$ cat config.mk
export PLATFORM = sky130hd
export DESIGN_NAME = pc_sequencer_flat
export DESIGN_NICKNAME = d
export VERILOG_FILES = /design/src/rtl/pc_sequencer_if.sv /design/src/rtl/pc_sequencer.sv /design/src/flat_wrapper.sv
export SDC_FILE = /design/constraint.sdc
export NUM_CORES = 1
export LEC_CHECK = 0
export BUFFER_PORTS_ARGS = -buffer_cell sky130_fd_sc_hd__buf_2
export CAP_MARGIN = 20
export CORE_UTILIZATION = 40
export DETAILED_ROUTE_END_ITERATION = 7
export PLACE_DENSITY = 0.7
export SYNTH_ARGS = -nofsm -noshare
export SYNTH_HDL_FRONTEND = slang
export SYNTH_SLANG_ARGS = --single-unit
$ cat constraint.sdc
create_clock -name clk -period 5.8 [get_ports clk]
set_input_delay 1.16 -clock clk [delete_from_list [all_inputs] [get_ports clk]]
set_output_delay 1.16 -clock clk [all_outputs]
set_load 0.05 [all_outputs]
$ cat src/rtl/pc_sequencer_if.sv
// Fetch / redirect / status bundle between the PC sequencer and the
// surrounding core (instruction memory and the execute datapath).
interface pc_sequencer_if;
    // Instruction-memory fetch handshake
    logic        imem_req;
    logic [31:0] imem_addr;
    logic        imem_ready;
    // Execute-side handshake and redirects
    logic        instr_valid;
    logic        stall;
    logic        branch_taken;
    logic [31:0] branch_target;
    logic        jump;
    logic [31:0] jump_target;
    logic        halt;
    logic        resume;
    // Status
    logic [31:0] pc;
    logic [31:0] pc_plus4;
    logic        misalign_trap;
    logic [31:0] retire_count;
    logic [1:0]  state;

    // Sequencer side
    modport master (
        output imem_req, imem_addr, instr_valid, pc, pc_plus4,
               misalign_trap, retire_count, state,
        input  imem_ready, stall, branch_taken, branch_target,
               jump, jump_target, halt, resume
    );

    // Core / memory side
    modport slave (
        input  imem_req, imem_addr, instr_valid, pc, pc_plus4,
               misalign_trap, retire_count, state,
        output imem_ready, stall, branch_taken, branch_target,
               jump, jump_target, halt, resume
    );
endinterface

$ cat src/rtl/pc_sequencer.sv
// Program-counter sequencer: owns the PC, drives the fetch handshake,
// selects the next PC at retire (jump > branch > pc+4, misaligned
// redirects go to TRAP_VEC) and counts retired instructions.
module pc_sequencer #(
    parameter logic [31:0] RESET_PC = 32'h0000_0000,
    parameter logic [31:0] TRAP_VEC = 32'h0000_0100
) (
    input logic            clk,
    input logic            reset,
    pc_sequencer_if.master bus
);

    typedef enum logic [1:0] {
        IDLE   = 2'd0,
        FETCH  = 2'd1,
        EXEC   = 2'd2,
        HALTED = 2'd3
    } state_t;

    state_t      r_state;
    logic [31:0] r_pc;
    logic [31:0] r_retire_count;
    logic        r_misalign_trap;

    logic [31:0] w_pc_plus4;
    logic [31:0] w_redirect_target;
    logic [31:0] w_next_pc;
    logic        w_redirect;
    logic        w_misaligned;
    logic        w_retire;

    assign w_pc_plus4 = r_pc + 32'd4;
    assign w_retire   = (r_state == EXEC) && !bus.stall;

    // Next-PC selection: jump wins over branch; a misaligned redirect target diverts to the trap vector
    always_comb begin
        w_redirect        = bus.jump | bus.branch_taken;
        w_redirect_target = bus.jump ? bus.jump_target : bus.branch_target;
        w_misaligned      = w_redirect && (w_redirect_target[1:0] != 2'b00);
        if (w_misaligned) begin
            w_next_pc = TRAP_VEC;
        end else if (w_redirect) begin
            w_next_pc = w_redirect_target;
        end else begin
            w_next_pc = w_pc_plus4;
        end
    end

    // Sequencer FSM with PC, retire counter and trap pulse registers
    always_ff @(posedge clk or posedge reset) begin
        if (reset) begin
            r_state         <= IDLE;
            r_pc            <= RESET_PC;
            r_retire_count  <= '0;
            r_misalign_trap <= 1'b0;
        end else begin
            // Trap pulse lasts only the cycle right after the retiring instruction
            r_misalign_trap <= w_retire && w_misaligned;
            case (r_state)
                IDLE: begin
                    r_state <= FETCH;
                end
                FETCH: begin
                    if (bus.imem_ready) begin
                        r_state <= EXEC;
                    end
                end
                EXEC: begin
                    if (!bus.stall) begin
                        r_pc           <= w_next_pc;
                        r_retire_count <= r_retire_count + 32'd1;
                        r_state        <= bus.halt ? HALTED : FETCH;
                    end
                end
                HALTED: begin
                    if (bus.resume) begin
                        r_state <= FETCH;
                    end
                end
                default: begin
                    r_state <= IDLE;
                end
            endcase
        end
    end

    // Handshake outputs decode the registered state so reset drops imem_req without a clock edge
    assign bus.imem_req      = (r_state == FETCH);
    assign bus.instr_valid   = (r_state == EXEC);
    assign bus.imem_addr     = r_pc;
    assign bus.pc            = r_pc;
    assign bus.pc_plus4      = w_pc_plus4;
    assign bus.misalign_trap = r_misalign_trap;
    assign bus.retire_count  = r_retire_count;
    assign bus.state         = r_state;

endmodule

$ cat src/flat_wrapper.sv
// flat-port wrapper written by rule: the top's interface ports become plain ports
module pc_sequencer_flat 
#(
    parameter logic [31:0] RESET_PC = 32'h0000_0000,
    parameter logic [31:0] TRAP_VEC = 32'h0000_0100
)
  (clk, reset, bus_imem_req, bus_imem_addr, bus_instr_valid, bus_pc, bus_pc_plus4, bus_misalign_trap, bus_retire_count, bus_state, bus_imem_ready, bus_stall, bus_branch_taken, bus_branch_target, bus_jump, bus_jump_target, bus_halt, bus_resume);
  pc_sequencer_if bus_i ();
  input logic clk;
  input logic reset;
  output wire logic [$bits(bus_i.imem_req)-1:0] bus_imem_req;
  output wire logic [$bits(bus_i.imem_addr)-1:0] bus_imem_addr;
  output wire logic [$bits(bus_i.instr_valid)-1:0] bus_instr_valid;
  output wire logic [$bits(bus_i.pc)-1:0] bus_pc;
  output wire logic [$bits(bus_i.pc_plus4)-1:0] bus_pc_plus4;
  output wire logic [$bits(bus_i.misalign_trap)-1:0] bus_misalign_trap;
  output wire logic [$bits(bus_i.retire_count)-1:0] bus_retire_count;
  output wire logic [$bits(bus_i.state)-1:0] bus_state;
  input wire logic [$bits(bus_i.imem_ready)-1:0] bus_imem_ready;
  input wire logic [$bits(bus_i.stall)-1:0] bus_stall;
  input wire logic [$bits(bus_i.branch_taken)-1:0] bus_branch_taken;
  input wire logic [$bits(bus_i.branch_target)-1:0] bus_branch_target;
  input wire logic [$bits(bus_i.jump)-1:0] bus_jump;
  input wire logic [$bits(bus_i.jump_target)-1:0] bus_jump_target;
  input wire logic [$bits(bus_i.halt)-1:0] bus_halt;
  input wire logic [$bits(bus_i.resume)-1:0] bus_resume;
  assign bus_imem_req = bus_i.imem_req;
  assign bus_imem_addr = bus_i.imem_addr;
  assign bus_instr_valid = bus_i.instr_valid;
  assign bus_pc = bus_i.pc;
  assign bus_pc_plus4 = bus_i.pc_plus4;
  assign bus_misalign_trap = bus_i.misalign_trap;
  assign bus_retire_count = bus_i.retire_count;
  assign bus_state = bus_i.state;
  assign bus_i.imem_ready = bus_imem_ready;
  assign bus_i.stall = bus_stall;
  assign bus_i.branch_taken = bus_branch_taken;
  assign bus_i.branch_target = bus_branch_target;
  assign bus_i.jump = bus_jump;
  assign bus_i.jump_target = bus_jump_target;
  assign bus_i.halt = bus_halt;
  assign bus_i.resume = bus_resume;
  pc_sequencer #(.RESET_PC(RESET_PC), .TRAP_VEC(TRAP_VEC)) u_core (.clk(clk), .reset(reset), .bus(bus_i));
endmodule
Yosys cells after proc, flatten, opt, wreduce, memory -nomap -nowiden
Cells that the tools add are included.
- flip-flop bits (word level): 67
- bits of input ports: 72
- output and inout port bits: 133
- logic and storage cells: 30
- add/subtract/negate cells: 2
- equal/unequal tests: 6
- muxes and demuxes: 8
- bitwise logic cells: 2
- reductions and logical operators: 8
- operator list (operator ; count):
    $mux 32 ; 3
    $add 32x1->32 const B ; 1
    $add 32x3->32 const B ; 1
    $mux 2 ; 4
    $pmux 2 s4 ; 1
    $eq 2x2->1 const B ; 2
    $ne 2x2->1 const B ; 2
    $logic_and 1x1->1 ; 3
    $reduce_and 3->1 ; 1
    $eq 2x1->1 const B ; 1
    $logic_not 2->1 ; 1
    $ne 2x1->1 const B ; 1
    $reduce_and 2->1 ; 1
    $reduce_bool 2->1 ; 1
    $logic_not 1->1 ; 1
    $not 1->1 ; 1
    $or 1x1->1 ; 1

Longest topological paths before layout
Gate-level depths: netlist of the first run.
- word-level depth: 4
- gate-level depth with buffers: 8
- mapped depth without buffers: 7

Worst setup path before layout of the first run
Ideal clock, no wire load.
- kind: register to output
- from: register u_core.r_pc[2], in the netlist u_core.bus.imem_addr[2]
- to: output bus_pc_plus4[30]
- arrival: 2.866 ns
- required time: 4.640 ns
- setup slack: 1.774 ns
- stages on the path, launching flop included: 7
- buffers on the path: 0
- cell sequence: dfrtp_1 > ha_1 > nand3_4 > or3_4 > nor3_4 > nand4_2 > xnor2_1
- cells in the longest elaborated chain, start to end: 1
- RTL lines (item ; line ; source):
    start: declaration ; pc_sequencer.sv:21 ; logic [31:0] r_pc;
    start signal: assignment ; pc_sequencer.sv:70 ; r_pc <= w_next_pc;
    $add 32x3->32 ; pc_sequencer.sv:32 ; assign w_pc_plus4 = r_pc + 32'd4;
    end: declaration ; flat_wrapper.sv:15 ; output wire logic [$bits(bus_i.pc_plus4)-1:0] bus_pc_plus4;
Every way passes these cells.

Worst setup path in the final report of the first run
- from: register u_core.r_pc[7], in the netlist u_core.bus.imem_addr[7]
- to: output bus_pc_plus4[30]
The elaborated chain is that of the path after synthesis.

==> metrics, run 1 <==
hold violation total from the final report=0; final wirelength=13800 um; placed cell areas=0.00527 mm2; r2r setup slk=3.11 ns; met1 usage in global routing=0.310; final period utilization=0.678; htree depth=3; overall power=3.23 mW; CTS Sinks=67; pin count of the biggest net entering global routing=46; first-pass GRT wire length=21600 um; Final min period=3.93 ns; CTS clk-pin slew, worst paths=0.08 ns; met3 usage=0.0480; Ant. Diodes=0; Mapped Cells=498; post-cts resize count=0; worst slew pin tran=0.839 ns; count leader, synth=dfrtp_1; top_reg_cell synth=dfrtp_1; leading area contributor after synthesis=dfrtp_1; worst path bufs/invs=1; grt peak-use layer=met2; Clock Skew=0.0122 ns; Post-CTS Setup Bufs=0; CTS buffer count=9; worst path cell trace=nand4_1, or3_4, nor3_4, nand4_2, xnor2_1, buf_2; pwr/cell area=586 mW/mm2; CTS tree=yes; Hold WC Path Type=flip-flop to flip-flop; Yosys Warn Count=0; Routed Antenna Nets=0; vias per cell=5.59; initial antenna violation count=0; GRT overflow=0; final instance area=0.00551 mm2; WS Path Type=flip-flop to primary output; Pleak=2.74 nW; I/O Buffers=204; setup ws final=1.87 ns; Commonest cells post-synth=dfrtp_1, nor2_1, xnor2_1; R2R cell count=9; slowest stage delay, CP=0.55 ns; DR iter-0 viols=195; nets=736; Slew Limit Fails=0; grt met2 use=0.413; max-cap violations=0; vias in the first global route=4227; number of synthesized register bits=67; pre-CTS setup slack=2.28 ns; first-pass detailed-route iteration total=4; WHS Path Cells=1; Placement Rows=37; cts hold-fix bufs=0; clk root buf=clkbuf_8; CP max-delay cell=or3_4; RSZ-0062 raised after global routing=false; initial core utilization=0.418; number of synthesized flops with an enable pin=0; clk_lat worst skew=0.36 ns; Vias=4473; WP data arrival=2.77 ns; syn avg cell area=8.82 um2; Die W=107 um; sequential element share of the synthesized area=0.382; Post-Synthesis Cell Area=0.00439 mm2; Wirelength per Cell=17.2 um; ratio of cells with drive above 1 in the final layout=0.358; Post-route DRC=0; Total GRT Usage=0.243; worst vdd ir=0.000629 V; WP depth=6; # IOs=205; CP endpoint kind=primary output; RePlAce Congestion=0.852; WP data required=4.64 ns; fraction of registers with async set/reset=1.00; Synth top area share=0.382; maximum buffer depth of the clock tree=2; Crit Path Max Fanout=11; max_slew headroom=0.438; dpl hpwl=10100 um; top post-synthesis cells by area=dfrtp_1, xnor2_1, buf_4; die area=0.0114 mm2; Die Y-Extent=107 um; setup tns final=0 ns; area grow syn2layout=25.4%; Final setup viols=0; post-synth cell types=54; critical path startpoint category=flip-flop; FMAX=0.254 GHz; status=complete, no violations; CP delay by family, top=simple AND/OR/NAND/NOR gates; core area=0.0105 mm2; post-synthesis net count=575
==> per-layer routing <==
metal  vias up  share of wire
li1       2073              -
met3        15          0.080
met5         -              0
met2       230           0.49
met1      2155           0.41
met4         0          0.013
==> final timing paths <==
path,end,start
min reg2reg,u_core.bus.retire_count[3],u_core.bus.retire_count[3]
max,bus_pc_plus4[30],u_core.bus.imem_addr[7]
max reg2reg,u_core.bus.imem_addr[19],u_core.bus.state[0]
min,u_core.bus.retire_count[3],u_core.bus.retire_count[3]
min in group asynchronous,u_core.bus.imem_addr[5],reset
max in group asynchronous,u_core.bus.state[1],reset
==> placed cells by master, fill, tap and decap left out, types with 3 or more instances in the layout <==
cell type  instances
buf_4              5
nor3_1            13
and2_1             3
and4_1             5
nand2b_1           3
nand4_1           12
xor2_1            16
o311ai_0           4
nor2_1            45
and3_1            11
a221oi_1           4
o2bb2ai_1          3
clkbuf_8           9
o21ai_0           31
a22o_1             4
xnor2_1           43
a22oi_1           13
nor4_1             5
o22ai_1            5
inv_1             12
buf_2            204
dfrtp_1           67
nor3_2             3
bufinv_16          3
nand2_1           38
mux2i_1            7
nand4_2            3
a21oi_1           22
nand3_1           26
ha_1               5
or3_1              3
==> metrics by stage <==
step | hold WS, ns | std cells | util
finish | 0.485 | 800 | 0.524
detailed placement | 0.471 | 784 | 0.501
CTS | 0.485 | 800 | 0.524
global placement | 0.471 | 784 | 0.501
floorplan | 0.765 | 498 | -
global route | 0.493 | 800 | 0.524
==> state kept, by name, summed over array words and instances (netlist names) <==
signal and cells:
u_core.bus.imem_addr 32, u_core.bus.state 2, u_core.bus.retire_count 32, u_core.bus.misalign_trap 1
==> cell families (layout without fill, tap and decap cells) <==
group,count (synthesis),count (layout),share of synthesized area
simple gates,182,182,0.221
compound gates,106,106,0.157
fa+ha+maj,5,5,0.0142
xor+xnor,59,59,0.118
buf+inv,72,238,0.0923
flops,67,67,0.382
mux,7,7,0.0159
==> power breakdown <==
part           total, mW  leakage, nW  internal (mW)  switching [mW]
Clock              0.477        0.113          0.286           0.191
Sequential         0.837        0.865          0.580           0.256
Combinational       1.91         1.77          0.411            1.50
Total               3.23         2.74           1.28            1.95
==> final cells by class <==
class                           instances  area (um2)
Clock buffer                           10         128
Clock inverter                          6         114
Fill cell                             992        5000
Inverter                               13        48.8
Multi-Input combinational cell        359        2310
Sequential cell                        67        1680
Tap cell                              136         170
Timing Repair Buffer                  209        1060
Note: power is estimated with default switching activity, not from simulation.
==> inputs of run 2 (changes only) <==
--- a/config.mk
+++ b/config.mk
@@ -5,11 +5,12 @@
 export SDC_FILE = /design/constraint.sdc
 export NUM_CORES = 1
 export LEC_CHECK = 0
+export ABC_AREA = 1
 export BUFFER_PORTS_ARGS = -buffer_cell sky130_fd_sc_hd__buf_2
 export CAP_MARGIN = 20
 export CORE_UTILIZATION = 40
 export DETAILED_ROUTE_END_ITERATION = 7
-export PLACE_DENSITY = 0.7
+export PLACE_DENSITY = 0.71
 export SYNTH_ARGS = -nofsm -noshare
 export SYNTH_HDL_FRONTEND = slang
 export SYNTH_SLANG_ARGS = --single-unit
==> constraint.sdc (replaced) <==
create_clock -name clk -period 3.3 [get_ports clk]
set_input_delay 0.66 -clock clk [delete_from_list [all_inputs] [get_ports clk]]
set_output_delay 0.66 -clock clk [all_outputs]
set_load 0.05 [all_outputs]
==> metrics, run 2 <==
Hold WC Path Type=flip-flop to flip-flop (unchanged); clk_lat worst skew=0.33 ns (was 0.36 ns); WHS Path Cells=1 (unchanged); number of synthesized flops with an enable pin=0 (unchanged); # IOs=205 (unchanged); most frequent cells in the layout=nand2_1, buf_2, dfrtp_1 (was buf_2, dfrtp_1, nor2_1); area of the multi-input gates=0.00266 mm2 (was 0.00231 mm2); critical path startpoint category=flip-flop (unchanged); Final min period=2.69 ns; leading area contributor after synthesis=dfrtp_1 (unchanged); CTS clk-pin slew, worst paths=0.05 ns (was 0.08 ns); pin count of the biggest net entering global routing=40 (was 46); Flop pwr share=0.250 (was 0.259); I/O Buffers=204 (unchanged); Post-Synthesis Cell Area=0.00489 mm2 (was 0.00439 mm2); Total GRT Usage=0.228 (was 0.243); vias in the first global route=4554 (was 4227); Mapped Cells=685 (was 498); Fillers=1199 (was 992); CTS buffer count=9 (unchanged); hold violation total from the final report=0 (unchanged); Routed Antenna Nets=0 (unchanged); fraction of registers with async set/reset=1.00 (unchanged); number of synthesized register bits=67 (unchanged); CP endpoint kind=primary output (unchanged); RSZ-0062 raised after global routing=false (unchanged); logic gate share of total power=0.591 (was 0.593); vias per cell=4.83 (was 5.59); final period utilization=0.816; Die Y-Extent=113 um (was 107 um); Vias=4867 (was 4473); worst slew pin tran=0.821 ns (was 0.839 ns); CTS Sinks=67 (unchanged); max-cap violations=0 (unchanged); Sw Pwr=3.41 mW (was 1.95 mW); WL met3=909 um (was 1100 um); area grow syn2layout=24.0% (was 25.4%); worst path bufs/invs=1 (unchanged); register area=0.00168 mm2 (unchanged); status=complete, no violations (unchanged); FMAX=0.371 GHz; R2R cell count=14 (was 9); Crit Path Max Fanout=6 (was 11); Post-route DRC=0 (unchanged); WS Path Type=flip-flop to primary output (unchanged); worst vdd ir=0.000492 V (was 0.000629 V); post-synth cell types=39 (was 54); switching share of power=0.598 (was 0.604); cts hold-fix bufs=0 (unchanged); RePlAce Congestion=0.885 (was 0.852); DR iter-0 viols=252 (was 195); commonest non-fill, non-tap cell in the layout=nand2_1 (was buf_2); CTS tree=yes (unchanged); clk root buf=clkbuf_16 (was clkbuf_8); top post-synthesis cells by area=dfrtp_1, nand2_1, buf_4 (was dfrtp_1, xnor2_1, buf_4); top layer used by detailed routing=met5 (was met4); final wirelength=14000 um (was 13800 um); Commonest cells post-synth=nand2_1, dfrtp_1, nor2_1 (was dfrtp_1, nor2_1, xnor2_1); count leader, synth=nand2_1 (was dfrtp_1); most numerous cell on the critical path=nand2_1; initial antenna violation count=2 (was 0); Placement Rows=40 (was 37); max_slew headroom=0.452 (was 0.438); WP data arrival=2.03 ns (was 2.77 ns); pwr/cell area=942 mW/mm2 (was 586 mW/mm2); Wirelength per Cell=13.9 um (was 17.2 um); die area=0.0127 mm2 (was 0.0114 mm2); Slew Limit Fails=0 (unchanged); maximum buffer depth of the clock tree=2 (unchanged); slowest stage delay, CP=0.51 ns (was 0.55 ns); post-synthesis net count=762 (was 575); Die W=113 um (was 107 um); Final setup viols=0 (unchanged); Pleak=3.30 nW (was 2.74 nW); CP delay by family, top=simple AND/OR/NAND/NOR gates (unchanged); htree depth=3 (unchanged); sequential element share of the synthesized area=0.343 (was 0.382); dpl hpwl=10800 um (was 10100 um); top_reg_cell synth=dfrtp_1 (unchanged); core area=0.0120 mm2 (was 0.0105 mm2); initial core utilization=0.409 (was 0.418); WP depth=7 (was 6); Synth top area share=0.343 (was 0.382); Yosys Warn Count=0 (unchanged); GRT overflow=0 (unchanged); Clock Power Share=0.159 (was 0.148); WP data required=2.64 ns (was 4.64 ns); WL met2=6920 um (was 6800 um); Clock Skew=0.00488 ns (was 0.0122 ns); nets=933 (was 736); CP max-delay cell=dfrtp_1 (was or3_4); syn avg cell area=7.14 um2 (was 8.82 um2); M1 WL=6060 um (was 5700 um); Post-CTS Setup Bufs=0 (unchanged); overall power=5.71 mW (was 3.23 mW); ratio of cells with drive above 1 in the final layout=0.314 (was 0.358); worst path cell trace=nand2_1, nor2_1, nand2_1, nor2_1, nand3_1, nand2_1, buf_2 (was nand4_1, or3_4, nor3_4, nand4_2, xnor2_1, buf_2); first-pass detailed-route iteration total=4 (unchanged); first-pass GRT wire length=22400 um (was 21600 um); post-cts resize count=0 (unchanged); P_int=2.30 mW (was 1.28 mW); setup tns final=0 ns (unchanged)
run 2: layout make-up:
cell class | instances | share of cell area
multi-input cells | 519 | 0.439
clock buffers | 13 | 0.0446
inverters | 47 | 0.0291
well taps | 147 | 0.0304
flip-flops and latches | 67 | 0.277
clock inverters | 2 | 0.00165
diodes | 1 | 0.000413
repair buffers | 212 | 0.178
run 2: cell families (layout without fill, tap and decap cells):
| family | after synthesis | after routing | synth area share |
|---|---|---|---|
| simple gates | 427 | 427 | 0.381 |
| buf+inv | 99 | 274 | 0.114 |
| flops | 67 | 67 | 0.343 |
| compound gates | 47 | 47 | 0.0671 |
| xor+xnor | 40 | 40 | 0.0824 |
| fa+ha+maj | 5 | 5 | 0.0128 |
| other cells | 0 | 1 | 0 |
run 2: routing by layer:
metal  vias up  track usage
met3        17       0.0518
met2       173        0.410
met4         2       0.0578
met5         -            0
met1      2212        0.273
li1       2463            -
run 2: final timing paths:
kind | startpoint | end | slack (ns)
max reg2reg | u_core.bus.state[0] | u_core.bus.retire_count[26] | 1.04
min reg2reg | u_core.bus.retire_count[31] | u_core.bus.retire_count[31] | 0.47
min in group asynchronous | reset | u_core.bus.imem_addr[26] | 0.48
max | u_core.bus.imem_addr[18] | bus_pc_plus4[27] | 0.61
min | u_core.bus.retire_count[31] | u_core.bus.retire_count[31] | 0.47
max in group asynchronous | reset | u_core.bus.imem_addr[1] | 2.07
run 2: power groups by stage:
stage	combinational, mW	sequential [mW]	clock (mW)
final	3.37	1.43	0.909
after CTS	3.39	1.42	0.930
after floorplan	2.14	2.09	0
after detailed placement	3.39	1.43	0
after global routing	3.55	1.47	0.960
after global placement	3.37	1.43	0
run 2: metrics by stage:
stage               cell area (um2)  utilization  hold WS (ns)  setup WS, ns  cells
finish                         6060        0.507         0.473         0.608   1008
global placement               5780        0.483         0.457         0.967    992
CTS                            6060        0.506         0.476         0.601   1007
floorplan                      4890            -         0.772         0.307    685
detailed placement             5780        0.483         0.467         0.966    992
global route                   6060        0.507         0.484         0.476   1008
